===== config.mk =====
export PLATFORM = sky130hd
export DESIGN_NAME = simon_sequencer
export DESIGN_NICKNAME = d
export VERILOG_FILES = /design/src/rtl/simon_sequencer.sv
export SDC_FILE = /design/constraint.sdc
export NUM_CORES = 1
export LEC_CHECK = 0
export CAP_MARGIN = 20
export CORE_MARGIN = 8
export CORE_UTILIZATION = 29
export CTS_BUF_LIST = sky130_fd_sc_hd__clkbuf_4
export CTS_CLUSTER_DIAMETER = 80
export CTS_CLUSTER_SIZE = 8
export DETAILED_ROUTE_END_ITERATION = 7
export HOLD_SLACK_MARGIN = 0.15
export SETUP_SLACK_MARGIN = 0.1
export SLEW_MARGIN = 30
export SYNTH_ARGS = -nofsm -noshare
export SYNTH_HDL_FRONTEND = slang
export SYNTH_SLANG_ARGS = --single-unit
export TNS_END_PERCENT = 20

===== constraint.sdc =====
create_clock -name clk -period 2.7 [get_ports clk]
set_input_delay 0.675 -clock clk [delete_from_list [all_inputs] [get_ports clk]]
set_output_delay 0.675 -clock clk [all_outputs]
set_load 0.02 [all_outputs]

===== src/rtl/simon_sequencer.sv =====
// Simon game sequencer: grows an LFSR-derived colour sequence, plays it back
// through the lamp encoder and checks the player's button presses against it.
module simon_sequencer #(
    parameter int         MAX_LEN       = 16,
    parameter int         ON_TICKS      = 4,
    parameter int         OFF_TICKS     = 2,
    parameter int         TIMEOUT_TICKS = 20,
    parameter logic [7:0] LFSR_SEED     = 8'h01
) (
    input  logic       clk,
    input  logic       rst,
    input  logic       start,
    input  logic [3:0] btn,
    output logic       enc_oe,
    output logic [1:0] enc_colour,
    output logic [4:0] level,
    output logic       busy,
    output logic       win,
    output logic       fail
);

    localparam int TMAX_ON_OFF = (ON_TICKS > OFF_TICKS) ? ON_TICKS : OFF_TICKS;
    localparam int TMAX        = (TIMEOUT_TICKS > TMAX_ON_OFF) ? TIMEOUT_TICKS : TMAX_ON_OFF;
    localparam int TW          = $clog2(TMAX + 1);

    localparam logic [TW-1:0] T_ZERO   = TW'(0);
    localparam logic [TW-1:0] T_ONE    = TW'(1);
    localparam logic [TW-1:0] ON_LOAD  = TW'(ON_TICKS - 1);
    localparam logic [TW-1:0] OFF_LOAD = TW'(OFF_TICKS - 1);
    localparam logic [TW-1:0] TO_LOAD  = TW'(TIMEOUT_TICKS - 1);
    localparam logic [4:0]    LEN_MAX  = 5'(MAX_LEN);

    typedef enum logic [2:0] {
        S_IDLE     = 3'd0,
        S_ADD      = 3'd1,
        S_SHOW_ON  = 3'd2,
        S_SHOW_OFF = 3'd3,
        S_WAIT_IN  = 3'd4,
        S_GAP      = 3'd5,
        S_WIN      = 3'd6,
        S_FAIL     = 3'd7
    } state_t;

    state_t          state_r;
    logic [7:0]      lfsr_r;
    logic [3:0]      idx_r;
    logic [TW-1:0]   timer_r;
    // Full 16-entry store so a 4-bit index never falls outside the array.
    logic [1:0]      seq_r [16];

    logic            btn_onehot_s;
    logic [1:0]      btn_colour_s;
    logic            last_s;
    logic [1:0]      exp_colour_s;

    // Fibonacci LFSR, taps 8,6,5,4 (bits 7,5,4,3), shifting towards the MSB.
    function automatic logic [7:0] lfsr_step(input logic [7:0] v);
        return {v[6:0], v[7] ^ v[5] ^ v[4] ^ v[3]};
    endfunction

    // Decode the press into a colour and flag whether exactly one button is down.
    always_comb begin
        btn_onehot_s = 1'b0;
        btn_colour_s = 2'b00;
        case (btn)
            4'b0001: begin btn_onehot_s = 1'b1; btn_colour_s = 2'b00; end
            4'b0010: begin btn_onehot_s = 1'b1; btn_colour_s = 2'b01; end
            4'b0100: begin btn_onehot_s = 1'b1; btn_colour_s = 2'b10; end
            4'b1000: begin btn_onehot_s = 1'b1; btn_colour_s = 2'b11; end
            default: begin btn_onehot_s = 1'b0; btn_colour_s = 2'b00; end
        endcase
    end

    // Position helpers for the playback/input walk.
    always_comb begin
        last_s       = ({1'b0, idx_r} == (level - 5'd1));
        exp_colour_s = seq_r[idx_r];
    end

    // Sequence store; contents deliberately survive reset.
    always_ff @(posedge clk) begin
        if (state_r == S_ADD) begin
            seq_r[level[3:0]] <= lfsr_r[1:0];
        end
    end

    // Game FSM with registered encoder and status outputs.
    always_ff @(posedge clk) begin
        if (rst) begin
            state_r    <= S_IDLE;
            lfsr_r     <= LFSR_SEED;
            idx_r      <= 4'd0;
            timer_r    <= T_ZERO;
            enc_oe     <= 1'b0;
            enc_colour <= 2'b00;
            level      <= 5'd0;
            busy       <= 1'b0;
            win        <= 1'b0;
            fail       <= 1'b0;
        end else begin
            lfsr_r <= lfsr_step(lfsr_r);
            case (state_r)
                S_IDLE, S_WIN, S_FAIL: begin
                    if (start) begin
                        level   <= 5'd0;
                        win     <= 1'b0;
                        fail    <= 1'b0;
                        busy    <= 1'b1;
                        enc_oe  <= 1'b0;
                        state_r <= S_ADD;
                    end
                end
                S_ADD: begin
                    level   <= level + 5'd1;
                    idx_r   <= 4'd0;
                    timer_r <= ON_LOAD;
                    enc_oe  <= 1'b1;
                    // In round one entry 0 is being written this very cycle.
                    enc_colour <= (level == 5'd0) ? lfsr_r[1:0] : seq_r[0];
                    state_r <= S_SHOW_ON;
                end
                S_SHOW_ON: begin
                    if (timer_r == T_ZERO) begin
                        timer_r <= OFF_LOAD;
                        enc_oe  <= 1'b0;
                        state_r <= S_SHOW_OFF;
                    end else begin
                        timer_r <= timer_r - T_ONE;
                    end
                end
                S_SHOW_OFF: begin
                    if (timer_r != T_ZERO) begin
                        timer_r <= timer_r - T_ONE;
                    end else if (last_s) begin
                        idx_r   <= 4'd0;
                        timer_r <= TO_LOAD;
                        state_r <= S_WAIT_IN;
                    end else begin
                        idx_r      <= idx_r + 4'd1;
                        timer_r    <= ON_LOAD;
                        enc_oe     <= 1'b1;
                        enc_colour <= seq_r[idx_r + 4'd1];
                        state_r    <= S_SHOW_ON;
                    end
                end
                S_WAIT_IN: begin
                    if (btn == 4'b0000) begin
                        if (timer_r == T_ZERO) begin
                            state_r    <= S_FAIL;
                            fail       <= 1'b1;
                            busy       <= 1'b0;
                            enc_oe     <= 1'b1;
                            enc_colour <= exp_colour_s;
                        end else begin
                            timer_r <= timer_r - T_ONE;
                        end
                    end else if (btn_onehot_s && (btn_colour_s == exp_colour_s)) begin
                        timer_r <= TO_LOAD;
                        if (!last_s) begin
                            idx_r <= idx_r + 4'd1;
                        end else if (level == LEN_MAX) begin
                            state_r <= S_WIN;
                            win     <= 1'b1;
                            busy    <= 1'b0;
                        end else begin
                            timer_r <= OFF_LOAD;
                            state_r <= S_GAP;
                        end
                    end else begin
                        state_r    <= S_FAIL;
                        fail       <= 1'b1;
                        busy       <= 1'b0;
                        enc_oe     <= 1'b1;
                        enc_colour <= exp_colour_s;
                    end
                end
                S_GAP: begin
                    if (timer_r == T_ZERO) begin
                        state_r <= S_ADD;
                    end else begin
                        timer_r <= timer_r - T_ONE;
                    end
                end
                default: begin
                    state_r <= S_IDLE;
                    enc_oe  <= 1'b0;
                    busy    <= 1'b0;
                end
            endcase
        end
    end

endmodule


# Yosys cells after proc, flatten, opt, wreduce, memory -nomap -nowiden
# Memory sizes are Yosys's and may differ from the RTL's. A register that Yosys moved wholly into a read port is not among the register bits.
# Cells that the tools add are included.
# Widths: inputs -> output; s select.
# word_totals
ff_bits	31
ramBits	32
inputBits	7
output_inout_bits	11
word_cells	130
mem_count	1
# memory_table
name	depth	width	rd	rd_clocked_by_memory_dff	write_ports	line	text
seq_r	16	2	3	1	1	49	logic [1:0] seq_r [16];
# classes
addsub	4
n_eq_ne	29
n_mux	61
bitwise_logic	3
reduce_logical	22
# ops
op	n
$mux 5	9
$mux 4	7
$mux 3	9
$pmux 5 s5	1
$ne 2x2->1 const B	10
$mux 1	19
$pmux 3 s6	1
$reduce_and 5->1	3
$reduce_bool 5->1	3
$mux 2	7
$eq 3x3->1 const B	4
$pmux 2 s3	2
$pmux 4 s3	1
$reduce_and 6->1	2
$logic_not 5->1	2
$pmux 5 s2	1
$sub 5x1->5 const B	2
$ne 3x3->1 const B	3
$ne 4x4->1 const B	2
$reduce_and 7->1	1
$eq 3x2->1 const B	2
$pmux 1 s2	3
$add 5x1->5 const B	1
$eq 4x5->1	1
other kinds (19)	23

# Logic depth before layout (Yosys ltp)
# Gate-level depths: netlist (run 1).
# logic_depth
depth_word	9
depth_mapped	9
mapped_depth_nobuf	9

# Worst setup path after synthesis (run 1)
# OpenSTA, ideal clock, no wires.
# synth_path
kind	register to register
start	reg (tool-made name)
end	reg (tool-made name)
setup_ps	119
arrival_ps	2768
t_required_ps	2581
path_slack_ps	-188
path_stages_with_launch	9
cell_sequence	dfxtp_1 > buf_6 > mux4_1 > mux2i_2 > mux2_1 > a2111o_1 > a311oi_2 > nor2_2 > a31o_1

==> results of run 1 <==
flip-flops by register name, indices dropped and copies added (netlist names), named ones only:
signal,count
seq_r,32
lfsr_r,8
level,5
timer_r,5
idx_r,4
state_r,3
enc_colour,2
busy,1
enc_oe,1
fail,1
win,1
worst paths after layout:
path	startpoint	endpoint	depth (start not counted)
worst max-delay path	seq_r[15][0]	timer_r[0]	7
worst min-delay path	lfsr_r[2]	lfsr_r[3]	1
worst max register to register	seq_r[15][0]	timer_r[0]	7
worst min register to register	lfsr_r[2]	lfsr_r[3]	1
stage by stage:
stage	instances	hold slack (ns)
2_1_floorplan	341	0.414
3_3_place_gp	556	0.420
3_5_place_dp	556	0.430
4_1_cts	574	0.460
5_1_grt	577	0.473
6_report	577	0.457
synth_stat cells, types with 7 or more instances:
master and number:
edfxtp_1 32, nand2b_1 8, clkbuf_1 8, o21ai_0 19, ha_1 7, nand2_1 20
inv_1 13, a21oi_1 18, dfxtp_1 35, xor2_1 8, nor2b_1 12, nor2_1 39
mux4_2 13, mux2i_1 8, nor3_1 10
metal layers:
layer | routed length, µm | track usage (%)
met1 | 4200 | 14.1
met2 | 4360 | 18.9
met3 | 421 | 2.96
met4 | 175 | 4.91
met5 | 0 | 0
cell type report:
type,count,area [µm²],share of cell area [%]
Inverter,14,52.6,1.15
Antenna cell,1,2.50,0.0546
Sequential cell,67,1670,36.3
Clock buffer,9,67.6,1.47
Multi-Input combinational cell,245,1950,42.6
Tap cell,172,215,4.69
Timing Repair Buffer,62,524,11.4
Clock inverter,7,106,2.32
worst register-to-register path: stages (launching register included):
cell,delay (ns)
edfxtp_1,0.42
mux4_2,0.51
mux2i_4,0.19
mux2_4,0.32
a2111o_1,0.53
a311oi_2,0.39
nor2_2,0.11
a221oi_2,0.24
power breakdown:
part | switching [mW] | leakage, nW | total, mW | internal, mW
clock network | 0.419 | 0.0934 | 0.812 | 0.393
registers | 0.0877 | 0.576 | 1.24 | 1.15
logic | 0.593 | 0.972 | 1.09 | 0.492
total | 1.10 | 1.64 | 3.13 | 2.03
timing repair:
action / CTS / global route
pin swaps: 9 / 0
buffers inserted: 2 / 2
setup endpoints to repair: 21 / 21
hold buffers: 0 / 0
gates resized for setup: 7 / 4
kinds of logic (layout without fill, tap and decap cells):
| group | Yosys count | after routing | share of synthesized area, % |
|---|---|---|---|
| other | 0 | 1 | 0 |
| multiplexers | 29 | 29 | 13.4 |
| AO/OA/AOI/OAI | 79 | 79 | 16.1 |
| buffers and inverters | 29 | 92 | 4.24 |
| AND/OR/NAND/NOR | 118 | 118 | 16.5 |
| adder cells (fa/ha/maj) | 7 | 7 | 2.35 |
| XOR/XNOR | 12 | 12 | 2.82 |
| flip-flops | 67 | 67 | 44.6 |
cells in the final DEF (no fill, tap or decap), types with 7 or more instances in the layout:
| cell type | instances |
|---|---|
| buf_4 | 43 |
| nor2_1 | 38 |
| dfxtp_1 | 33 |
| edfxtp_1 | 32 |
| nand2_1 | 20 |
| o21ai_0 | 18 |
| clkdlybuf4s50_1 | 17 |
| a21oi_1 | 16 |
| mux4_2 | 15 |
| inv_1 | 13 |
| nor2b_1 | 12 |
| nor3_1 | 10 |
| clkbuf_4 | 9 |
| nand2b_1 | 8 |
| xor2_1 | 8 |
| mux2i_1 | 8 |
| ha_1 | 7 |
==> flow_summary_export.csv, run 1 <==
group,metric,value,unit
placement,post-dp-hpwl,6970,µm
clocking,clk_latency,0.43,ns
logic_synthesis,syn-cell-area,3720,µm²
die,die_height,129,µm
sta,slew_headroom,52.2,%
finish,nNetsFinal,413,
clocking,cts_tree,"built",
routing,drt_iter0_drc,174,
routing,drt-pass1-iter-count,6,
global_route,grt-ovfl-total,0,
min_path,hp-class,"reg -> reg",
die,coreArea,12600,µm²
finish,final.fill_count,1248,
logic_synthesis,synth_seq_cells,67,
routing,drc,0,
logic_synthesis,async_flop_share,0,%
setup_path,required,3.04,ns
placement,io_buffers,17,
die,die_w,129,µm
die,die-area,16700,µm²
sta,drv_slew,0,
clocking,numCtsBuffers,9,
sta,finalSetupViolations,15,
routing,ant_nets,0,
routing,vias,2861,
clocking,cts.clk_slew.worst_paths,0.14,ns
global_route,grt_pass1_vias,2951,
placement,preCtsSetupSlack,-0.323,ns
sta,finalCriticalPeriod,2.80,ns
setup_path,cp_slowest_cell,"a2111o_1",
setup_path,cp.arrival,3.14,ns
setup_path,critical-path-top-delay-family,"compound AO/OA/AOI/OAI gates",
power_and_ir_drop,peakVddDrop,0.253,mV
setup_path,critPathMaxFanout,4,
clocking,htreeDepth,3,
setup_path,crit_path_max_incr_delay,0.53,ns
sta,rsz0062_at_grt,"yes",
logic_synthesis,synth.avg_cell_area,10.9,µm²
logic_synthesis,yosysSeqAreaShare,44.6,%
setup_path,rrSetupSlack,-0.10,ns
routing,routed_wl,9160,µm
logic_synthesis,ys.warnings.count,0,
setup_path,worstPathCellList,"mux4_2 > mux2i_4 > mux2_4 > a2111o_1 > a311oi_2 > nor2_2 > a221oi_2",
sta,finClkSkew,0.0201,ns
logic_synthesis,synth_area_leaders,"edfxtp_1 26%, dfxtp_1 19%, mux4_2 7.9%",
logic_synthesis,syn-instance-count,341,
clocking,root_buffer,"clkbuf_4",
die,rows,41,
logic_synthesis,synth_nets,355,
setup_path,critPathBufInv,0,
setup_path,crit_type,"reg -> reg",
sta,setup_tns,-0.853,ns
setup_path,start_kind,"flip-flop",
power_and_ir_drop,finalPower,3.13,mW
placement,globalplace.congestion,0.833,
power_and_ir_drop,pwr_density_cell,683,nW/µm²
sta,hold_violations,0,
clocking,clockBufferDepth,2,
clocking,cts_sinks,67,
logic_synthesis,synth.distinct_cells,70,
sta,tightest_slew,0.715,ns
global_route,grt_max_degree,19,
sta,fin_ws,-0.102,ns
logic_synthesis,synth_top_area_share,25.8,%
finish,utilization,36.5,%
finish,area_growth,23.2,%
sta,fin_crit_sh,104,%
outcome,violations,"setup timing",
finish,drive_above_1_share,26.0,%
logic_synthesis,synth-main-ff-cell,"dfxtp_1",
die,pin_count,18,
routing,viasPerCell,4.96,
outcome,status,"finished, violations left",
global_route,grt_pass1_wl,15100,µm
die,initial_core_util,29.6,%
global_route,track_usage,11.5,%
power_and_ir_drop,leakage,1.64,nW
job,maxCapViolCount,0,
routing,wl_per_cell,15.9,µm
sta,fmax,0.357,GHz
setup_path,end_kind,"flip-flop",
finish,design_area,4590,µm²
global_route,antenna_found_initial,1,
logic_synthesis,synth_enable_flop_cells,32,
placement,dpl_cell_area,4340,µm²
logic_synthesis,yosys.area.top_type,"edfxtp_1",
Power figures use the tool's default switching activity.
==> inputs of run 2 (changes only) <==
--- a/config.mk
+++ b/config.mk
@@ -13,6 +13,7 @@
 export CTS_CLUSTER_SIZE = 8
 export DETAILED_ROUTE_END_ITERATION = 7
 export HOLD_SLACK_MARGIN = 0.15
+export RECOVER_POWER = 25
 export SETUP_SLACK_MARGIN = 0.1
 export SLEW_MARGIN = 30
 export SYNTH_ARGS = -nofsm -noshare
==> run 2 against run 1 <==
The run still ends with setup timing left. Maximum frequency shrank 0.14%. Critical path depth unchanged. Global-route usage is the same. Power about the same. Final cell count did not move. Clock power about the same. Via count is 0.28% higher. Register-to-register slack is essentially flat. Clock skew grew 0.00068 ns. Utilization down 0.060 points. Worst setup slack lost 0.0038 ns. Combinational power barely moved. Critical endpoint unchanged.
==> flow_summary_export.csv, run 2 (synthesis gave the netlist of run 1 again) <==
group,metric,value,unit
outcome,status,"finished, violations left",
outcome,violations,"setup timing",
clocking,cts_tree,"built",
min_path,holdCritStartpoint,"lfsr_r[2]",
clocking,hold_buffers,0,
finish,seq_area,1670,µm²
routing,drt-pass1-iter-count,4,
finish,largest_reg_flops,32,
sta,rsz0062_at_grt,"yes",
routing,vias,2869,
setup_path,cp.depth,7,
die,die_w,129,µm
setup_path,critPathBufInv,0,
setup_path,worstPathCellList,"mux4_2 > mux2i_4 > mux2_4 > a2111o_1 > a311oi_2 > nor2_2 > a221oi_2",
power_and_ir_drop,power.switching,1.10,mW
die,pin_count,18,
finish,final_common_cell,"buf_4",
min_path,hp-class,"reg -> reg",
power_and_ir_drop,pwr_density_cell,684,nW/µm²
placement,globalplace.congestion,0.833,
setup_path,worstSetupStartpoint,"seq_r[15][0]",
setup_path,end_kind,"flip-flop",
min_path,hold_depth,1,
setup_path,cp.arrival,3.14,ns
setup_path,start_kind,"flip-flop",
sta,finalSetupViolations,16,
finish,mostFrequentLayoutCells,"41 x buf_4, 38 x nor2_1, 33 x dfxtp_1",
sta,fin_crit_sh,104,%
die,die_height,129,µm
power_and_ir_drop,pwr-share-comb,34.6,%
power_and_ir_drop,clockPowerShare,25.9,%
clocking,numCtsBuffers,9,
power_and_ir_drop,leakage,1.63,nW
finish,final.fill_count,1249,
setup_path,cp_slowest_cell,"a2111o_1",
clocking,htreeDepth,3,
placement,io_buffers,17,
job,maxCapViolCount,0,
setup_path,critical-path-top-delay-family,"compound AO/OA/AOI/OAI gates",
clocking,cts.clk_slew.worst_paths,0.14,ns
placement,preCtsSetupSlack,-0.323,ns
finish,area_growth,23.0,%
routing,wl_per_cell,15.9,µm
sta,hold_violations,0,
routing,drc,0,
die,coreArea,12600,µm²
sta,finClkSkew,0.0207,ns
setup_path,r2r-start,"seq_r[15][0]",
routing,viasPerCell,4.97,
setup_path,crit_path_max_incr_delay,0.53,ns
min_path,hold_path_end,"lfsr_r[3]",
setup_path,r2r-end,"timer_r[0]",
setup_path,rrSetupSlack,-0.11,ns
setup_path,required,3.04,ns
clocking,root_buffer,"clkbuf_4",
setup_path,ff2ff_path_depth,7,
sta,tightest_slew,0.786,ns
die,die-area,16700,µm²
die,initial_core_util,29.6,%
routing,ant_nets,0,
sta,whs,0.457,ns
sta,fmax,0.356,GHz
sta,drv_slew,0,
global_route,grt_pass1_vias,2951,
routing,routed_wl,9160,µm
placement,post-dp-hpwl,6970,µm
power_and_ir_drop,swShare,35.2,%
routing,drt_iter0_drc,174,
sta,slew_headroom,47.6,%
die,rows,41,
power_and_ir_drop,sequentialPowerShare,39.5,%
finish,nNetsFinal,413,
global_route,track_usage,11.5,%
power_and_ir_drop,peakVddDrop,0.253,mV
clocking,clockBufferDepth,2,
global_route,grt-ovfl-total,0,
finish,drive_above_1_share,25.5,%
finish,multi_input_area,1950,µm²
power_and_ir_drop,p_int,2.03,mW
setup_path,crit_type,"reg -> reg",
global_route,grt_pass1_wl,15100,µm
sta,finalCriticalPeriod,2.81,ns
clocking,cts_sinks,67,
sta,fin_ws,-0.105,ns
clocking,clk_latency,0.43,ns
global_route,antenna_found_initial,1,
setup_path,critPathMaxFanout,4,
global_route,grt_max_degree,19,
## run 2: worst register-to-register path, delay by kind of cell (launching register included)
| family | cells | cell delay, ns |
|---|---|---|
| AO/OA/AOI/OAI | 3 | 1.16 |
| flip-flops | 1 | 0.42 |
| multiplexers | 3 | 1.02 |
| AND/OR/NAND/NOR | 1 | 0.11 |
## run 2: power by group through the flow
stage          combinational, mW  clock, mW  sequential [mW]
2_1_floorplan              0.658          0             1.26
3_3_place_gp                1.04          0             1.26
3_5_place_dp                1.06          0             1.26
4_1_cts                     1.08      0.834             1.24
5_1_grt                     1.20      0.873             1.25
6_report                    1.08      0.812             1.24
## run 2: worst max-delay path by stage
stage / slack, ns / endpoint
after floorplan: -0.0004 / flip-flop
after global placement: -0.27 / timer_r[0]
after detailed placement: -0.32 / timer_r[0]
after CTS: -0.12 / idx_r[2]
after global routing: -0.22 / timer_r[0]
final: -0.11 / timer_r[0]
## run 2: layer usage
layer / vias to the layer above / global-route usage (%) / wire length (µm)
met2: 67 / 18.9 / 4360
met4: 0 / 4.91 / 170
met5: - / 0 / 0
li1: 1400 / - / -
met3: 10 / 2.96 / 433
met1: 1392 / 14.1 / 4200
## run 2: area by class of cell
class,instances,share of cell area (%)
clock buffers,9,1.48
inverters,14,1.15
clock inverters,7,2.32
multi-input cells,245,42.6
repair buffers,62,11.3
diodes,1,0.0546
flip-flops and latches,67,36.4
well taps,172,4.70
## run 2: through the flow
step                power (mW)  cell area (µm²)  std cells  setup TNS (ns)  util, %
finish                    3.13             4580        577          -0.912     36.4
global route              3.32             4580        577           -2.85     36.4
CTS                       3.15             4550        574           -1.25     36.2
detailed placement        2.32             4340        556           -4.92     34.5
global placement          2.29             4340        556           -4.19     34.5
floorplan                 1.92             3740        341       -0.000844        -
## run 2: timing repair
| action | CTS | global route |
|---|---|---|
| gates resized for setup | 7 | 4 |
| setup endpoints to repair | 21 | 21 |
| buffers inserted | 2 | 2 |
| pin swaps | 9 | 0 |
